### src/rtl/walk_request.sv
// Pedestrian walk-request front end: synchronizes and debounces a push-button,
// latches a request for the traffic controller and sequences service/lockout.
module walk_request #(
  parameter int DEBOUNCE    = 4,
  parameter int LOCKOUT     = 10,
  parameter int URGENT_WAIT = 40
) (
  input  logic       clk,
  input  logic       rst,
  input  logic       btn_raw,
  input  logic       Walk_G,
  output logic       walk_req,
  output logic       urgent,
  output logic [7:0] served_cnt,
  output logic [1:0] state
);

  localparam int DW = (DEBOUNCE > 1) ? $clog2(DEBOUNCE) : 1;
  localparam int LW = $clog2(LOCKOUT + 1);
  localparam logic [DW-1:0] DEB_LAST  = DW'(DEBOUNCE - 1);
  localparam logic [LW-1:0] LOCK_LAST = LW'(LOCKOUT - 1);
  localparam logic [7:0]    URG_TH    = 8'(URGENT_WAIT);

  typedef enum logic [1:0] {
    ST_IDLE    = 2'd0,
    ST_PENDING = 2'd1,
    ST_SERVING = 2'd2,
    ST_LOCKOUT = 2'd3
  } state_t;

  state_t          state_r, state_nxt_s;
  logic            sync1_r, btn_s;
  logic            btn_stable, btn_stable_q;
  logic [DW-1:0]   deb_cnt_r;
  logic [LW-1:0]   lock_cnt_r;
  logic [7:0]      wait_cnt_r;
  logic [7:0]      served_r;
  logic            press_s;

  // two-flop synchronizer for the asynchronous button
  always_ff @(posedge clk or posedge rst) begin
    if (rst) begin
      sync1_r <= 1'b0;
      btn_s   <= 1'b0;
    end else begin
      sync1_r <= btn_raw;
      btn_s   <= sync1_r;
    end
  end

  // debounce: btn_stable follows btn_s only after DEBOUNCE differing cycles
  always_ff @(posedge clk or posedge rst) begin
    if (rst) begin
      deb_cnt_r    <= '0;
      btn_stable   <= 1'b0;
      btn_stable_q <= 1'b0;
    end else begin
      btn_stable_q <= btn_stable;
      if (btn_s == btn_stable) begin
        deb_cnt_r <= '0;
      end else if (deb_cnt_r == DEB_LAST) begin
        deb_cnt_r  <= '0;
        btn_stable <= ~btn_stable;
      end else begin
        deb_cnt_r <= deb_cnt_r + {{(DW-1){1'b0}}, 1'b1};
      end
    end
  end

  assign press_s = btn_stable & ~btn_stable_q;

  // next-state decode; Walk_G outranks a simultaneous press
  always_comb begin
    state_nxt_s = state_r;
    case (state_r)
      ST_IDLE: begin
        if (Walk_G)       state_nxt_s = ST_SERVING;
        else if (press_s) state_nxt_s = ST_PENDING;
        else              state_nxt_s = ST_IDLE;
      end
      ST_PENDING: begin
        if (Walk_G) state_nxt_s = ST_SERVING;
        else        state_nxt_s = ST_PENDING;
      end
      ST_SERVING: begin
        if (!Walk_G) state_nxt_s = ST_LOCKOUT;
        else         state_nxt_s = ST_SERVING;
      end
      ST_LOCKOUT: begin
        if (Walk_G)                        state_nxt_s = ST_SERVING;
        else if (lock_cnt_r == LOCK_LAST)  state_nxt_s = ST_IDLE;
        else                               state_nxt_s = ST_LOCKOUT;
      end
      default: state_nxt_s = ST_IDLE;
    endcase
  end

  // state register
  always_ff @(posedge clk or posedge rst) begin
    if (rst) state_r <= ST_IDLE;
    else     state_r <= state_nxt_s;
  end

  // served, wait and lockout counters
  always_ff @(posedge clk or posedge rst) begin
    if (rst) begin
      served_r   <= 8'd0;
      wait_cnt_r <= 8'd0;
      lock_cnt_r <= '0;
    end else begin
      if (state_r == ST_PENDING && Walk_G) served_r <= served_r + 8'd1;
      else                                 served_r <= served_r;

      if (state_r != ST_PENDING && state_nxt_s == ST_PENDING) wait_cnt_r <= 8'd0;
      else if (state_r == ST_PENDING && wait_cnt_r != 8'd255) wait_cnt_r <= wait_cnt_r + 8'd1;
      else                                                    wait_cnt_r <= wait_cnt_r;

      if (state_r == ST_LOCKOUT && state_nxt_s == ST_LOCKOUT)
        lock_cnt_r <= lock_cnt_r + {{(LW-1){1'b0}}, 1'b1};
      else
        lock_cnt_r <= '0;
    end
  end

  // outputs are pure decodes of registered state
  assign state      = state_r;
  assign walk_req   = (state_r == ST_PENDING);
  assign urgent     = (state_r == ST_PENDING) && (wait_cnt_r >= URG_TH);
  assign served_cnt = served_r;

endmodule

### config.mk
export PLATFORM = sky130hd
export DESIGN_NAME = walk_request
export DESIGN_NICKNAME = d
export VERILOG_FILES = /design/src/rtl/walk_request.sv
export SDC_FILE = /design/constraint.sdc
export NUM_CORES = 1
export LEC_CHECK = 0
export ABC_CLOCK_PERIOD_IN_PS = 1500
export CAP_MARGIN = 20
export CORE_UTILIZATION = 49
export CTS_CLUSTER_SIZE = 40
export DETAILED_ROUTE_END_ITERATION = 12
export PLACE_DENSITY = 0.82
export SYNTH_ARGS = -nofsm -noshare
export SYNTH_HDL_FRONTEND = slang
export SYNTH_SLANG_ARGS = --single-unit
### constraint.sdc
create_clock -name clk -period 1.5 [get_ports clk]
set_input_delay 0.225 -clock clk [delete_from_list [all_inputs] [get_ports clk]]
set_output_delay 0.225 -clock clk [all_outputs]
set_load 0.005 [all_outputs]
== Word level (Yosys, flattened, before mapping) ==
Cells that the tools add are included.

* Bits in registers: 28
* Output and inout port bits: 12
* Logic and storage cells: 48

* Add/subtract/negate cells: 4
* Order comparisons: 1
* Eq/ne operators: 10
* Multiplexer cells: 12
* Bitwise operators: 4
* Reductions and logical operators: 8

{| class="wikitable"
|+ Operator list
! operator !! number
|-
| $add A8 B1 Y8 const B || 2
|-
| $mux W8 || 2
|-
| $mux W2 || 6
|-
| $eq A2 B2 Y1 const B || 4
|-
| $ge A8 B6 Y1 const B || 1
|-
| $ne A8 B8 Y1 const B || 1
|-
| $pmux W2 S4 || 1
|-
| $logic_and A1 B1 Y1 || 5
|-
| $add A4 B1 Y4 const B || 1
|-
| $eq A2 B1 Y1 const B || 2
|-
| $eq A4 B4 Y1 const B || 1
|-
| $mux W4 || 1
|-
| $not A1 Y1 || 3
|-
| $add A2 B1 Y2 const B || 1
|-
| $logic_not A2 Y1 || 1
|-
| $mux W1 || 2
|-
| $ne A2 B1 Y1 const B || 1
|-
| $reduce_and A2 Y1 || 1
|-
| $reduce_bool A2 Y1 || 1
|-
| $and A1 B1 Y1 || 1
|-
| $eq A1 B1 Y1 || 1
|}

== Depth between registers and ports, before layout ==
Gate-level depths: netlist (run 1).

* Depth in word-level cells: 8
* Depth in mapped cells: 6

== Worst setup path after synthesis (run 1) ==
Ideal clock, no wire load.

* Path type: flip-flop to flip-flop
* From: register wait_cnt_r[1]
* To: register wait_cnt_r[7]
* Setup time: 0.128 ns
* Arrival: 1.408 ns
* Data required time: 1.372 ns
* Slack: -0.035 ns
* Cell stages (with the launch flop): 6
* Path buffers: 0
* Period minus slack after synthesis: 1.535 ns
* Cells stage by stage: dfrtp_1 > ha_1 > and3_2 > a2111oi_4 > xnor2_1 > nor2_2

* Longest elaborated chain between the ends: 3
* Elaborated cells between the ends (all ways): 6
* Those cells by class: add/sub (1); eq/ne (1); mux (2); reduce/logical (2)

{| class="wikitable"
|+ Ends and longest elaborated chain
! element !! RTL line !! RTL
|-
| start: declaration || 36 || <nowiki>logic [7:0] wait_cnt_r;</nowiki>
|-
| start signal: assignment || 115 || <nowiki>else if (state_r == ST_PENDING && wait_cnt_r != 8'd255) wait_cnt_r <= wait_cnt_r + 8'd1;</nowiki>
|-
| start signal: assignment || 116 || <nowiki>else wait_cnt_r <= wait_cnt_r;</nowiki>
|-
| $add A8 B1 Y8 / $ne A8 B8 Y1 (equally long branches) || 115 ||
|-
| $mux W8 / $logic_and A1 B1 Y1 (equally long branches) || 115 ||
|-
| $mux W8 / $reduce_bool A2 Y1 (equally long branches) || n/a ||
|}

Parallel ways exist; a longest one is shown, timed or not. The select of a mux whose other input is x is not followed.
A chain may end at the register's enable or synchronous reset.

== Worst setup path after layout (run 1) ==
* From: register state_r[1], in the netlist state[1]
* To: register served_r[6], in the netlist served_cnt[6]

* Longest elaborated chain between the ends: 2

{| class="wikitable"
|+ Ends and longest elaborated chain
! element !! RTL line !! RTL
|-
| start: declaration || 31 || <nowiki>state_t state_r, state_nxt_s;</nowiki>
|-
| start signal: assignment || 101 || <nowiki>else state_r <= state_nxt_s;</nowiki>
|-
| $eq A2 B1 Y1 || 111 || <nowiki>if (state_r == ST_PENDING && Walk_G) served_r <= served_r + 8'd1;</nowiki>
|-
| $logic_and A1 B1 Y1 || 111 ||
|-
| end signal: assignment || 111 ||
|-
| end signal: assignment || 112 || <nowiki>else served_r <= served_r;</nowiki>
|-
| end: declaration || 37 || <nowiki>logic [7:0] served_r;</nowiki>
|}

Every way passes these cells.

==> out/metrics.cfg, run 1 <==
[timing]
worst_slack_ps = -4.66
fmax_mhz = 665
relSlewSlack_pct = 75.9
period_share_pct = 100
tightest_slew_ps = 362
timing.final.crit_period_ps = 1500
finalMaxSlewViolations = 0
final-hold-violation-count = 0
fin_skew_ps = 5.25
setup_viol = 2
rsz0062_at_grt = yes

[floorplanning]
die_h_um = 54.6
dieArea_sq_mm = 0.00298
die_x_um = 54.6
ioPinCount = 16
initial_core_util_pct = 53.3
fp.coreArea_sq_mm = 0.00254
rows = 18

[synthesis]
synthArstFlopShare_pct = 100
synth-seq-cells = 28
mappedNetlistNets = 128
synth_cell_types = 33
netlist_instances = 118
synth_top_area_share_pct = 51.7
syn_avg_cell_area_sq_um = 11.5
synth-edff-count = 0
yosysTopAreaCell = dfrtp_1
syn_area_sq_mm = 0.00136
yosys_warnings = 0
ys_seq_area_share_pct = 51.7
synth_area_leaders = dfrtp_1 (52%), xnor2_1 (5.8%), ha_1 (5.5%), nand3_1 (3.7%), nor2_1 (2.8%)
yosys_most_used_dff = dfrtp_1

[placed_design]
dp_hpwl_um = 1920
place_area_sq_mm = 0.00162
gp_congestion = 0.805
place_worst_setup_slack_ps = -184
portBuffers = 15
dp_cells = 173

[detailed_routing]
vias = 1060
drc_errors = 0
firstDrtPassIters = 4
viasPerCell = 5.58
totalWireLength_um = 2870
routedWlPerCell_um = 15.1
detail-route-antenna-nets = 0
drt-initial-drc-count = 5

[cts]
cts_buffers = 3
holdBufCountCts = 0
clk-insertion-delay-late_ps = 330
cts_buffer_depth = 2
cts_tree = yes
clk_pin_slew_ps = 150
htreeDepth = 1
cts.sinks = 28
root_buffer = clkbuf_4

[power_and_ir_drop]
leakagePower_nw = 0.853
worst_ir_drop_vdd_mv = 0.737
p_per_area_mw_per_mm2 = 771

[global_route]
overflow = 0
grtUsageTotal_pct = 22.3
grt_pass1_wl_um = 4610
grt_pass1_vias = 1037
grt_max_degree = 29
antenna_found_initial = 0

[setup_path]
timing.reg2reg.setup_slack_ps = -5
cp_max_fo = 3
endpoint_kind = register
critPathKind = reg -> reg
cp-start-kind = register
worstPathRequired_ps = 1730
crit_arrival_ps = 1730

[cells_and_area]
n_fill_cell = 176
post-route-util_pct = 71.4
fin_cells = 190
antenna_cells = 0
fin_nets = 172
design_area_sq_mm = 0.00182
drive_above_1_share_pct = 31.3
areaGrowthSynthToFinish_pct = 33.9

[status]
violations = setup timing
status = complete, but fails checks

[flow_run]
cap_violations = 0

[worst_hold_path]
hp-class = in -> async

power breakdown:
group	leakage (nW)	switching (mW)	internal (mW)	total, mW
registers	0.330	0.0477	0.818	0.866
logic	0.509	0.109	0.111	0.221
clock network	0.0138	0.220	0.0945	0.314
total	0.853	0.377	1.02	1.40
placed cells by master (no fill, tap or decap), types with 2 or more instances in the layout:
cell	instances
a211oi_1	2
a21oi_1	3
a311oi_1	3
and3_4	3
buf_4	23
buf_6	4
clkbuf_4	3
clkdlybuf4s50_1	10
dfrtp_1	28
dlygate4sd2_1	2
ha_1	5
inv_1	4
mux2_2	2
nand2_1	6
nand3_1	8
nor2_1	10
nor2b_1	3
nor3_1	3
xnor2_1	8
xor2_1	3
cells by family after synthesis:
family                     count (synthesis)  share of synthesized area [%]
and+or+nand+nor                           46                           19.9
muxes                                      2                           1.66
adders and majority gates                  6                           5.53
DFF                                       28                           51.7
xor gates and xnor gates                  12                           7.75
buffers and inverters                      7                           3.04
AOI/OAI and AO/OA                         17                           10.4
metrics by stage:
step,power [mW],setup TNS (ps),hold WS (ps)
after CTS,1.40,-24.1,245
final,1.40,-8.60,232
after global routing,1.47,-203,250
after detailed placement,1.09,-1450,339
after global placement,1.06,-963,335
after floorplan,1.01,0,256
metal layers:
| layer | part of all wire (%) | GRT usage (%) |
|---|---|---|
| met1 | 42 | 26.2 |
| met2 | 55 | 36.7 |
| met3 | 2.3 | 5.00 |
| met4 | 1.3 | 13.7 |
| met5 | 0 | 0 |
cells in the mapped netlist (all sizes together) (2+ instances only):
library cell  number
nor3               4
nand3             10
xnor2              9
nor3b              2
a211oi             3
mux2               2
nor2              11
o21ai              2
a311oi             3
and3               4
ha                 6
inv                4
buf                3
nor2b              4
dfrtp             28
a21oi              3
xor2               3
nand2              6
area by class of cell:
cell class	instances	area (sq um)	share of cell area, %
well taps	30	37.5	2.07
flip-flops and latches	28	701	38.6
inverters	4	15.0	0.826
multi-input cells	83	678	37.3
clock buffers	3	22.5	1.24
repair buffers	42	363	20.0
critical path, cell delays in order, from the launching register on:
cell     delay, ps
dfrtp_1        440
buf_6          140
buf_6          110
and4b_1        280
and3_4         210
nand3_4         80
xnor2_2        140
state kept, by name, summed over array words and instances, names as in the netlist:
| signal | count |
|---|---|
| btn_s | 1 |
| btn_stable | 1 |
| btn_stable_q | 1 |
| deb_cnt_r | 2 |
| lock_cnt_r | 4 |
| served_cnt | 8 |
| state | 2 |
| sync1_r | 1 |
| wait_cnt_r | 8 |
worst paths after layout:
path                       startpoint  cells after the start             to
min reg2reg                   sync1_r                      0          btn_s
max                          state[1]                      6  served_cnt[6]
min in group clk              btn_raw                      1        sync1_r
max reg2reg                  state[1]                      6  served_cnt[6]
min                               rst                      3  wait_cnt_r[7]
max in group asynchronous         rst                      3  served_cnt[2]
timing repair:
action / 4_1_cts / 5_1_grt
resized for setup: 11 / 15
setup buffers: 10 / 5
pin swaps: 0 / 9
setup endpoints to repair: 8 / 13
Power figures use the tool's default switching activity.
==> run 2, diff against run 1 <==
--- a/config.mk
+++ b/config.mk
@@ -7,10 +7,11 @@
 export LEC_CHECK = 0
 export ABC_CLOCK_PERIOD_IN_PS = 1500
 export CAP_MARGIN = 20
-export CORE_UTILIZATION = 49
+export CORE_UTILIZATION = 55
 export CTS_CLUSTER_SIZE = 40
 export DETAILED_ROUTE_END_ITERATION = 12
-export PLACE_DENSITY = 0.82
+export DONT_BUFFER_PORTS = 1
+export PLACE_DENSITY = 0.73
 export SYNTH_ARGS = -nofsm -noshare
 export SYNTH_HDL_FRONTEND = slang
 export SYNTH_SLANG_ARGS = --single-unit
==> out/metrics.cfg, run 2 (synthesis results as in run 1) <==
[setup_path]
cp_max_fo = 7  ; was 3
slowest_stage = dfrtp_2  ; was dfrtp_1
crit_path_cell_trace = nor2b_4 > a21boi_4  ; was buf_6 > buf_6 > and4b_1 > and3_4 > nand3_4 > xnor2_2
worstPathRequired_ps = 1270  ; was 1730 ps
crit-reg2reg-capture = wait_cnt_r[0]  ; was served_cnt[6]
crit_start = state[0]  ; was state[1]
r2r-start = wait_cnt_r[0]  ; was state[1]
crit_arrival_ps = 1240  ; was 1730 ps
cp-start-kind = register  ; unchanged
max_stage_delay_ps = 490  ; was 440 ps
endpoint_kind = primary output  ; was register
critPathKind = reg -> out  ; was reg -> reg
timing.reg2reg.setup_slack_ps = 40  ; was -5 ps
ff2ff_path_depth = 5  ; was 6

[detailed_routing]
drt-initial-drc-count = 11  ; was 5
detail-route-antenna-nets = 0  ; unchanged
totalWireLength_um = 2430  ; was 2870 um
viasPerCell = 5.70  ; was 5.58
firstDrtPassIters = 4  ; unchanged
vias = 929  ; was 1060
routedWlPerCell_um = 14.9  ; was 15.1 um
drc_errors = 0  ; unchanged

[cts]
clk_pin_slew_ps = 150  ; about the same
cts_tree = yes  ; unchanged
htreeDepth = 1  ; unchanged
root_buffer = clkbuf_4  ; unchanged
cts.sinks = 28  ; unchanged
cts_buffer_depth = 2  ; unchanged
cts_buffers = 3  ; unchanged
clk-insertion-delay-late_ps = 320  ; was 330 ps

[timing]
finalMaxSlewViolations = 0  ; unchanged
worst_slack_ps = 31.0  ; was -4.66 ps
fmax_mhz = 681  ; was 665 MHz
timing.final.crit_period_ps = 1470  ; was 1500 ps
setup_viol = 0  ; was 2
tightest_slew_ps = 249  ; was 362 ps
fin_skew_ps = 1.86  ; was 5.25 ps
whs_ps = 64.2  ; was 232 ps
final-hold-violation-count = 0  ; unchanged
period_share_pct = 97.9  ; was 100%
rsz0062_at_grt = yes  ; unchanged
relSlewSlack_pct = 83.2  ; was 75.9%

[worst_hold_path]
hold_depth = 2
min_to = served_cnt[2]
hp-class = in -> reg  ; was in -> async
holdCritStartpoint = Walk_G

[floorplanning]
rows = 17  ; was 18
initial_core_util_pct = 59.6  ; was 53.3%
die_h_um = 51.7  ; was 54.6 um
ioPinCount = 16  ; unchanged
dieArea_sq_mm = 0.00267  ; was 0.00298 sq mm
fp.coreArea_sq_mm = 0.00228  ; was 0.00254 sq mm
die_x_um = 51.7  ; was 54.6 um

[power_and_ir_drop]
power.total_mw = 1.42  ; was 1.40 mW
p_per_area_mw_per_mm2 = 903  ; was 771 mW/mm^2
leakagePower_nw = 0.712  ; was 0.853 nW
worst_ir_drop_vdd_mv = 0.990  ; was 0.737 mV

[placed_design]
place_worst_setup_slack_ps = 11.9  ; was -184 ps
portBuffers = 0  ; was 15
gp_congestion = 0.818  ; was 0.805
dp_hpwl_um = 1720  ; was 1920 um

[cells_and_area]
drive_above_1_share_pct = 25.9  ; was 31.3%
fin_nets = 146  ; was 172
final_common_cell = dfrtp_1  ; unchanged
layout.cells.most_common_list = dfrtp_1 (25), buf_4 (13), nand3_1 (10), nor2_1 (10), xnor2_1 (9)  ; was dfrtp_1 (28), buf_4 (23), nor2_1 (10), clkdlybuf4s50_1 (10)
areaGrowthSynthToFinish_pct = 16.0  ; was 33.9%
antenna_cells = 0  ; unchanged

[global_route]
grt_pass1_vias = 971  ; was 1037
grtUsageTotal_pct = 21.6  ; was 22.3%
antenna_found_initial = 0  ; unchanged
grt_pass1_wl_um = 4190  ; was 4610 um
overflow = 0  ; unchanged
grt_max_degree = 17  ; was 29

[status]
status = finished clean  ; was complete, but fails checks

[flow_run]
cap_violations = 0  ; unchanged

[run 2: power by group]
group	total (mW)	internal [mW]	leakage, nW	switching (mW)
clock	0.367	0.148	0.0210	0.218
combinational	0.182	0.0973	0.363	0.0851
sequential	0.871	0.818	0.328	0.0528
[run 2: routing by layer]
layer | vias up | share of wire (%) | wire [um] | global-route usage, %
li1 | 450 | - | - | -
met1 | 461 | 46 | 1130 | 26.4
met2 | 14 | 49 | 1190 | 37.2
met3 | 4 | 3.2 | 78 | 4.68
met4 | 0 | 1.2 | 29 | 8.11
met5 | - | 0 | 0 | 0
[run 2: layout make-up]
class,count,area [sq um]
Clock buffer,4,36.3
Multi-Input combinational cell,83,654
Tap cell,28,35.0
Timing Repair Buffer,16,128
Fill cell,164,703
Inverter,4,15.0
Sequential cell,28,704
[run 2: timing repair]
action                                  4_1_cts  5_1_grt
endpoints found under the hold margin        31        0
pin swaps                                     0        2
gates resized for setup                       5        7
hold buffers                                  3        0
endpoints found under the setup margin        3        7
cloned                                        0        0
buffers inserted                              1        0
[run 2: stage by stage]
step	instance area, sq um	cells	TNS, ps	util [%]
after CTS	1560	164	-34.5	68.3
after global placement	1470	156	0	64.5
after detailed placement	1470	156	0	64.5
final	1570	163	0	69.1
after floorplan	1360	118	0	-
after global routing	1570	163	-124	69.1
[run 2: worst max-delay path by stage]
stage / endpoint / slack, ps / cells after the start
after floorplan: wait_cnt_r[7] / 50 / 5
after global placement: wait_cnt_r[7] / 100 / 5
after detailed placement: wait_cnt_r[4] / 10 / 5
after CTS: urgent / -30 / 3
after global routing: wait_cnt_r[0] / -70 / 5
final: urgent / 30 / 2
[run 2: critical path: cells and delay by family (launching register included)]
kind | cells | cell delay (ps)
flops | 1 | 490
compound gates | 1 | 200
simple gates | 1 | 230
